**src/rtl/input_control_pkg.sv**
```systemverilog
// Shared types and default constants for the time-setting input control block.
package input_control_pkg;

    localparam int DEFAULT_SEL_WIDTH = 2;

    typedef logic [DEFAULT_SEL_WIDTH-1:0] sel_t;

    localparam sel_t DEFAULT_SEL_RESET = '0;

endpackage : input_control_pkg

```
**src/rtl/ena_rise_detect.sv**
```systemverilog
// Rise detector for one debounced button, evaluated only on enable strobes.
module ena_rise_detect (
    input  logic i_clk,
    input  logic i_reset,
    input  logic i_ena,
    input  logic i_in,
    output logic o_rise
);

    logic prev;

    // NOTE: sequential state uses non-blocking (<=) so every flop samples pre-edge values.
    // prev resets high so a button held through reset release must be released before it acts.
    always_ff @(posedge i_clk) begin
        if (!i_reset) begin
            prev <= 1'b1;
        end else if (i_ena) begin
            prev <= i_in;
        end
    end

    assign o_rise = i_ena & i_in & ~prev;

endmodule : ena_rise_detect

```
**src/rtl/input_control.sv**
```systemverilog
// Time-setting input control: write-mode toggle and a wrapping field-select counter.
module input_control
    import input_control_pkg::*;
#(
    parameter int                   SEL_WIDTH = DEFAULT_SEL_WIDTH,
    parameter logic [SEL_WIDTH-1:0] SEL_RESET = SEL_WIDTH'(DEFAULT_SEL_RESET)
) (
    input  logic                 i_clk,
    input  logic                 i_reset,
    input  logic                 i_ena,
    input  logic                 i_wr_pulse,
    input  logic                 i_sel_inc_pulse,
    input  logic                 i_sel_dec_pulse,
    output logic                 o_wr_toggle,
    output logic [SEL_WIDTH-1:0] o_sel_val
);

    logic                 rise_wr;
    logic                 rise_inc;
    logic                 rise_dec;
    logic [SEL_WIDTH-1:0] sel_next;

    ena_rise_detect u_wr_rise (
        .i_clk   (i_clk),
        .i_reset (i_reset),
        .i_ena   (i_ena),
        .i_in    (i_wr_pulse),
        .o_rise  (rise_wr)
    );

    ena_rise_detect u_inc_rise (
        .i_clk   (i_clk),
        .i_reset (i_reset),
        .i_ena   (i_ena),
        .i_in    (i_sel_inc_pulse),
        .o_rise  (rise_inc)
    );

    ena_rise_detect u_dec_rise (
        .i_clk   (i_clk),
        .i_reset (i_reset),
        .i_ena   (i_ena),
        .i_in    (i_sel_dec_pulse),
        .o_rise  (rise_dec)
    );

    // Simultaneous inc and dec cancel; arithmetic wraps modulo 2^SEL_WIDTH.
    always_comb begin
        // NOTE: default assignment first so no path leaves sel_next unassigned (no latch).
        sel_next = o_sel_val;
        if (rise_inc && !rise_dec) begin
            sel_next = o_sel_val + SEL_WIDTH'(1);
        end else if (rise_dec && !rise_inc) begin
            sel_next = o_sel_val - SEL_WIDTH'(1);
        end
    end

    always_ff @(posedge i_clk) begin
        if (!i_reset) begin
            o_wr_toggle <= 1'b0;
            o_sel_val   <= SEL_RESET;
        end else begin
            if (rise_wr) begin
                o_wr_toggle <= ~o_wr_toggle;
            end
            o_sel_val <= sel_next;
        end
    end

endmodule : input_control

```
**config.mk**
```make
export PLATFORM = sky130hd
export DESIGN_NAME = input_control
export DESIGN_NICKNAME = d
export VERILOG_FILES = /design/src/rtl/input_control_pkg.sv /design/src/rtl/ena_rise_detect.sv /design/src/rtl/input_control.sv
export SDC_FILE = /design/constraint.sdc
export NUM_CORES = 1
export LEC_CHECK = 0
export ABC_AREA = 1
export BUFFER_PORTS_ARGS = -buffer_cell sky130_fd_sc_hd__buf_2
export CAP_MARGIN = 5
export CORE_AREA = 2 2 39 41
export DETAILED_ROUTE_END_ITERATION = 8
export DIE_AREA = 0 0 41 43
export PLACE_DENSITY_LB_ADDON = 0.08
export SLEW_MARGIN = 20
export SYNTH_ARGS = -nofsm -noshare
export SYNTH_HDL_FRONTEND = slang
export SYNTH_HIERARCHICAL = 1
export SYNTH_SLANG_ARGS = --single-unit
```
**constraint.sdc**
```tcl
create_clock -name i_clk -period 1.7 [get_ports i_clk]
set_input_delay 0 -clock i_clk [delete_from_list [all_inputs] [get_ports i_clk]]
set_output_delay 0 -clock i_clk [all_outputs]
set_load 0.1 [all_outputs]
```
# Yosys cells after proc, flatten, opt, wreduce, memory -nomap -nowiden
# Cells that the tools add are included.
word_totals:
  reg_bits: 6
  latchBits: 0
  mem_bits_rw: 0
  romBits: 0
  input_bits: 6
  out_inout_bits: 3
  elab_cells: 24
  n_memories: 0
classes:
  add_sub_neg: 2
  n_mul: 0
  div: 0
  order_cmp: 0
  n_eq_ne: 0
  shift: 0
  muxes: 2
  n_bitwise: 10
  reduce_logical: 5
ops:
  columns: ["cell", "count"]
  rows:
  - ["$and 1x1->1", 6]
  - ["$mux 2", 2]
  - ["$not 1->1", 4]
  - ["$add 2x1->2 const B", 1]
  - ["$logic_and 1x1->1", 2]
  - ["$logic_not 1->1", 2]
  - ["$reduce_bool 2->1", 1]
  - ["$sub 2x1->2 const B", 1]

# Depth between registers and ports, before layout
logic_depth:
  word_depth: 6
  ltp_mapped: 10
  depth_no_buf: 10

# Modules after synthesis
# The synthesis kept the hierarchy.
by_module_without_submodules:
  columns: ["module", "instances", "cells_per_inst", "area_per_inst_um2", "seq_area_each_um2"]
  rows:
  - ["input_control", 1, 23, 152.6, 60.1]
  - ["ena_rise_detect", 3, 6, 42.5, 20.0]

# Least setup slack after synthesis
# Ideal clock, no wire load.
synth_timing:
  path_kind: "flip-flop to flip-flop"
  startpoint: "register o_sel_val[0]"
  endpoint: "register o_sel_val[1]"
  arrival_ns: 1.340
  t_required_ns: 1.590
  path_slack_ns: 0.249
  path_stages_with_launch: 6
  path_buffers: 0
  period_less_slack_ns: 1.451
  cell_sequence: "dfxtp_1 -> inv_2 -> nand2_2 -> nand4_1 -> nand2_1 -> nor2_1"
synth_via:
  elab_chain_len: 3
synth_lines:
  columns: ["item", "line_no", "source"]
  rows:
  - ["from (decl)", "input_control.sv:15", "output logic [SEL_WIDTH-1:0] o_sel_val"]
  - ["from (signal assigned)", "input_control.sv:66", "o_sel_val <= sel_next;"]
  - ["$sub 2x1->2", "input_control.sv:54", "sel_next = o_sel_val - SEL_WIDTH'(1);"]
  - ["$mux 2", "input_control.sv:53", "end else if (rise_dec && !rise_inc) begin"]
  - ["$mux 2 (*)", "input_control.sv:51", "if (rise_inc && !rise_dec) begin"]
# Mark *: on every way between the ends. The rest lies on a longest branch, timed or not. The select of a mux whose other input is x is not followed.
# A chain may end at the register's enable or synchronous reset.

# Worst setup path after layout
layout_timing:
  startpoint: "register u_dec_rise.prev"
  endpoint: "register o_sel_val[1]"
layout_via:
  elab_chain_len: 5
layout_lines:
  columns: ["item", "line_no", "source"]
  rows:
  - ["from (decl)", "ena_rise_detect.sv:10", "logic prev;"]
  - ["from (signal assigned)", "ena_rise_detect.sv:18", "prev <= i_in;"]
  - ["$not 1->1 (*)", "ena_rise_detect.sv:22", "assign o_rise = i_ena & i_in & ~prev;"]
  - ["$and 1x1->1 (*)", "ena_rise_detect.sv:22", null]
  - ["net rise_dec", "input_control.sv:20", "logic rise_dec;"]
  - ["$logic_not 1->1", "input_control.sv:51", null]
  - ["$logic_and 1x1->1", "input_control.sv:51", null]
  - ["$mux 2 / $reduce_bool 2->1 (equally long branches)", null, null]
# Mark *: on every way through the listed nets, which the timed path passes. The rest lies on a longest branch.

==> summary.md <==
| Metric | Value |
|---|---|
| Worst-path clk slew | `50 ps` |
| First-pass GRT wire length | `903 um` |
| Layout cell share with drive strength beyond 1 | `0.3077` |
| Setup Viol. Count Final | `0` |
| Syn nets | `48` |
| Final WL | `599 um` |
| Crit start category | `flop` |
| Slew headroom | `0.6799` |
| Nets | `61` |
| Outcome | `finished clean` |
| Hold_sp | `i_reset` |
| Hold WC Path Type | `input port to flop` |
| Largest net degree at the start of global routing | `7` |
| Worst Skew | `2.739 ps` |
| Post-Syn Area per Cell | `6.836 sq um` |
| CTS tree | `done` |
| Cell row count | `14` |
| Most common cell after layout, fill and taps aside | `nand2_1` |
| CTS Sinks | `6` |
| Worst-Skew Late Latency | `250 ps` |
| Distinct cells, synth | `12` |
| Final Wtd Congestion | `0.6428` |
| Min Tclk post-route | `1127 ps` |
| GRT Overall Usage | `0.08333` |
| Vias | `278` |
| IR drop worst, VDD | `0.3160 mV` |
| Worst EP required | `1890 ps` |
| Vias in the first global route | `259` |
| Initial Util | `0.2025` |
| 1st-iter DRT viols | `2` |
| Yosys Warn Count | `6` |
| TNS Setup | `0 ps` |
| CTS max path bufs | `2` |
| Static leakage | `0.1869 nW` |
| RSZ-0062 raised after global routing | `no` |
| CTS root buffer | `clkbuf_4` |
| Synth top area cells | `dfxtp_1 43%, nand2_1 15%, inv_1 11%, nand3_1 7.1%, nor2_2 6.7%` |
| Worst r2r dst | `o_sel_val[1]` |
| Port buffer count | `8` |
| Post-CTS Setup Repair Bufs | `0` |
| Yosys reg bits | `6` |
| Yosys top cell area share | `0.4286` |
| Mapped cell area | `280.3 sq um` |
| Routed Antenna Nets | `0` |
| Hold Path End | `u_wr_rise/prev` |
| Width of the die | `41 um` |
| Post-synth top area cell | `dfxtp_1` |
| Syn-to-layout area delta | `29.46%` |
| Vias/cell | `4.088` |
| Hold path cells | `2` |
| TritonCTS Buffers | `3` |
| Final Hold Viols | `0` |
| Max Freq | `887.4 MHz` |
| Post-CTS Resized | `0` |
| Max-cap violations | `0` |
| Critical path arrival | `1320 ps` |
| Worst R2R Start | `u_dec_rise/prev` |
| H-tree depth | `1` |
| Slew @ Worst Pin | `483.4 ps` |
| IO Count | `9` |
| Initial antenna violation count | `0` |
| Crit path max fanout | `3` |
| R2R depth | `8` |
| Filler cell count | `167` |
| Sequential element share of the synthesized area | `0.4286` |
| Die H | `43 um` |
| Max Slew Vio Count | `0` |
| Drt wl/cell | `8.809 um` |
| Gate count after technology mapping | `41` |
| Die area | `0.001763 sq mm` |
| Antenna Cells | `0` |
| Hold buffers post-CTS | `0` |
| Core box area | `0.001384 sq mm` |
| Pwr dens | `1008 mW/mm^2` |
| Final Cycle Share | `0.6629` |
| Gr ovfl total | `0` |
| Commonest non-fill, non-tap cells in the layout | `11 x nand2_1, 8 x inv_1, 8 x buf_2` |
| Worst R2R Setup Slack | `570 ps` |
| Worst Setup End Kind | `flop` |
| Detailed Place HPWL | `457.6 um` |
| First drt pass iteration count | `6` |
| DRC viols | `0` |
| Final design utilization | `0.2622` |
| Critical path class | `flop to flop` |
## cell families (layout without fill, tap and decap cells)
logic type | after synthesis | count (layout) | share of synthesized area
AND/OR/NAND/NOR | 23 | 23 | 0.3706
AO/OA/AOI/OAI | 2 | 2 | 0.03568
buffers and inverters | 9 | 20 | 0.1205
adder cells (fa/ha/maj) | 1 | 1 | 0.04464
flip-flops | 6 | 6 | 0.4286
## flip-flops by register name (all words and copies together) (netlist names)
| signal | cells |
|---|---|
| o_sel_val | 2 |
| u_inc_rise/prev | 1 |
| u_dec_rise/prev | 1 |
| o_wr_toggle | 1 |
| u_wr_rise/prev | 1 |
## cell usage after synthesis
cell type	n
ha_1	1
a21oi_1	1
inv_2	1
nand3_1	4
dfxtp_1	6
nand2_1	11
nor2_2	3
nor2_1	3
nand4_1	1
inv_1	8
nand2_2	1
o21ai_0	1
## power breakdown
| group | internal [mW] | switching [mW] | total (mW) |
|---|---|---|---|
| sequential | 0.150 | 0.00687 | 0.157 |
| clock | 0.0803 | 0.0576 | 0.138 |
| combinational | 0.0178 | 0.0525 | 0.0703 |
| total | 0.249 | 0.117 | 0.366 |
## worst max path at each step
| stage | startpoint | endpoint | depth (start not counted) |
|---|---|---|---|
| 6_report | u_dec_rise/prev | o_sel_val[1] | 8 |
| 5_1_grt | u_dec_rise/prev | o_sel_val[1] | 8 |
| 3_5_place_dp | u_dec_rise/prev | o_sel_val[1] | 8 |
| 2_1_floorplan | o_sel_val[0] | o_sel_val[1] | 5 |
| 4_1_cts | u_dec_rise/prev | o_sel_val[1] | 8 |
| 3_3_place_gp | u_dec_rise/prev | o_sel_val[1] | 8 |
## stage by stage
step                      hold WS [ps]  cell area, sq um  power (mW)  worst slack (ps)  cells
final                            4.307             362.8      0.3656             573.1     68
after global routing             4.048             362.8      0.3854             436.0     68
after CTS                        3.436             362.8      0.3708             563.9     68
after detailed placement         261.0             340.3      0.2305             577.8     65
after global placement           249.7             340.3      0.2284             590.3     65
after floorplan                  84.10             280.3      0.2131             249.4     41
## metal layers
metal | vias up | track usage | routed length, um
li1 | 145 | - | -
met2 | 11 | 0.1031 | 280
met5 | - | 0 | 0
met1 | 119 | 0.09325 | 254
met4 | 0 | 0.08000 | 21
met3 | 3 | 0.04712 | 42
## final cells by class
type	instances	area, sq um	area share
multi-input combinational	26	126.4	0.3483
timing repair buffer	8	40.04	0.1103
clock buffer	3	22.52	0.06207
tap	16	20.02	0.05517
sequential	6	120.1	0.3310
inverter	9	33.78	0.09310
## critical path, cell delays in order, from the launching register on
cell and delay, ps:
dfxtp_1 320, nor2_2 90, inv_1 40, ha_1 290
inv_1 80, nand3_1 80, nand2_1 60, inv_1 30
nor2_1 80
No activity file was read; power rests on OpenSTA's default activity.
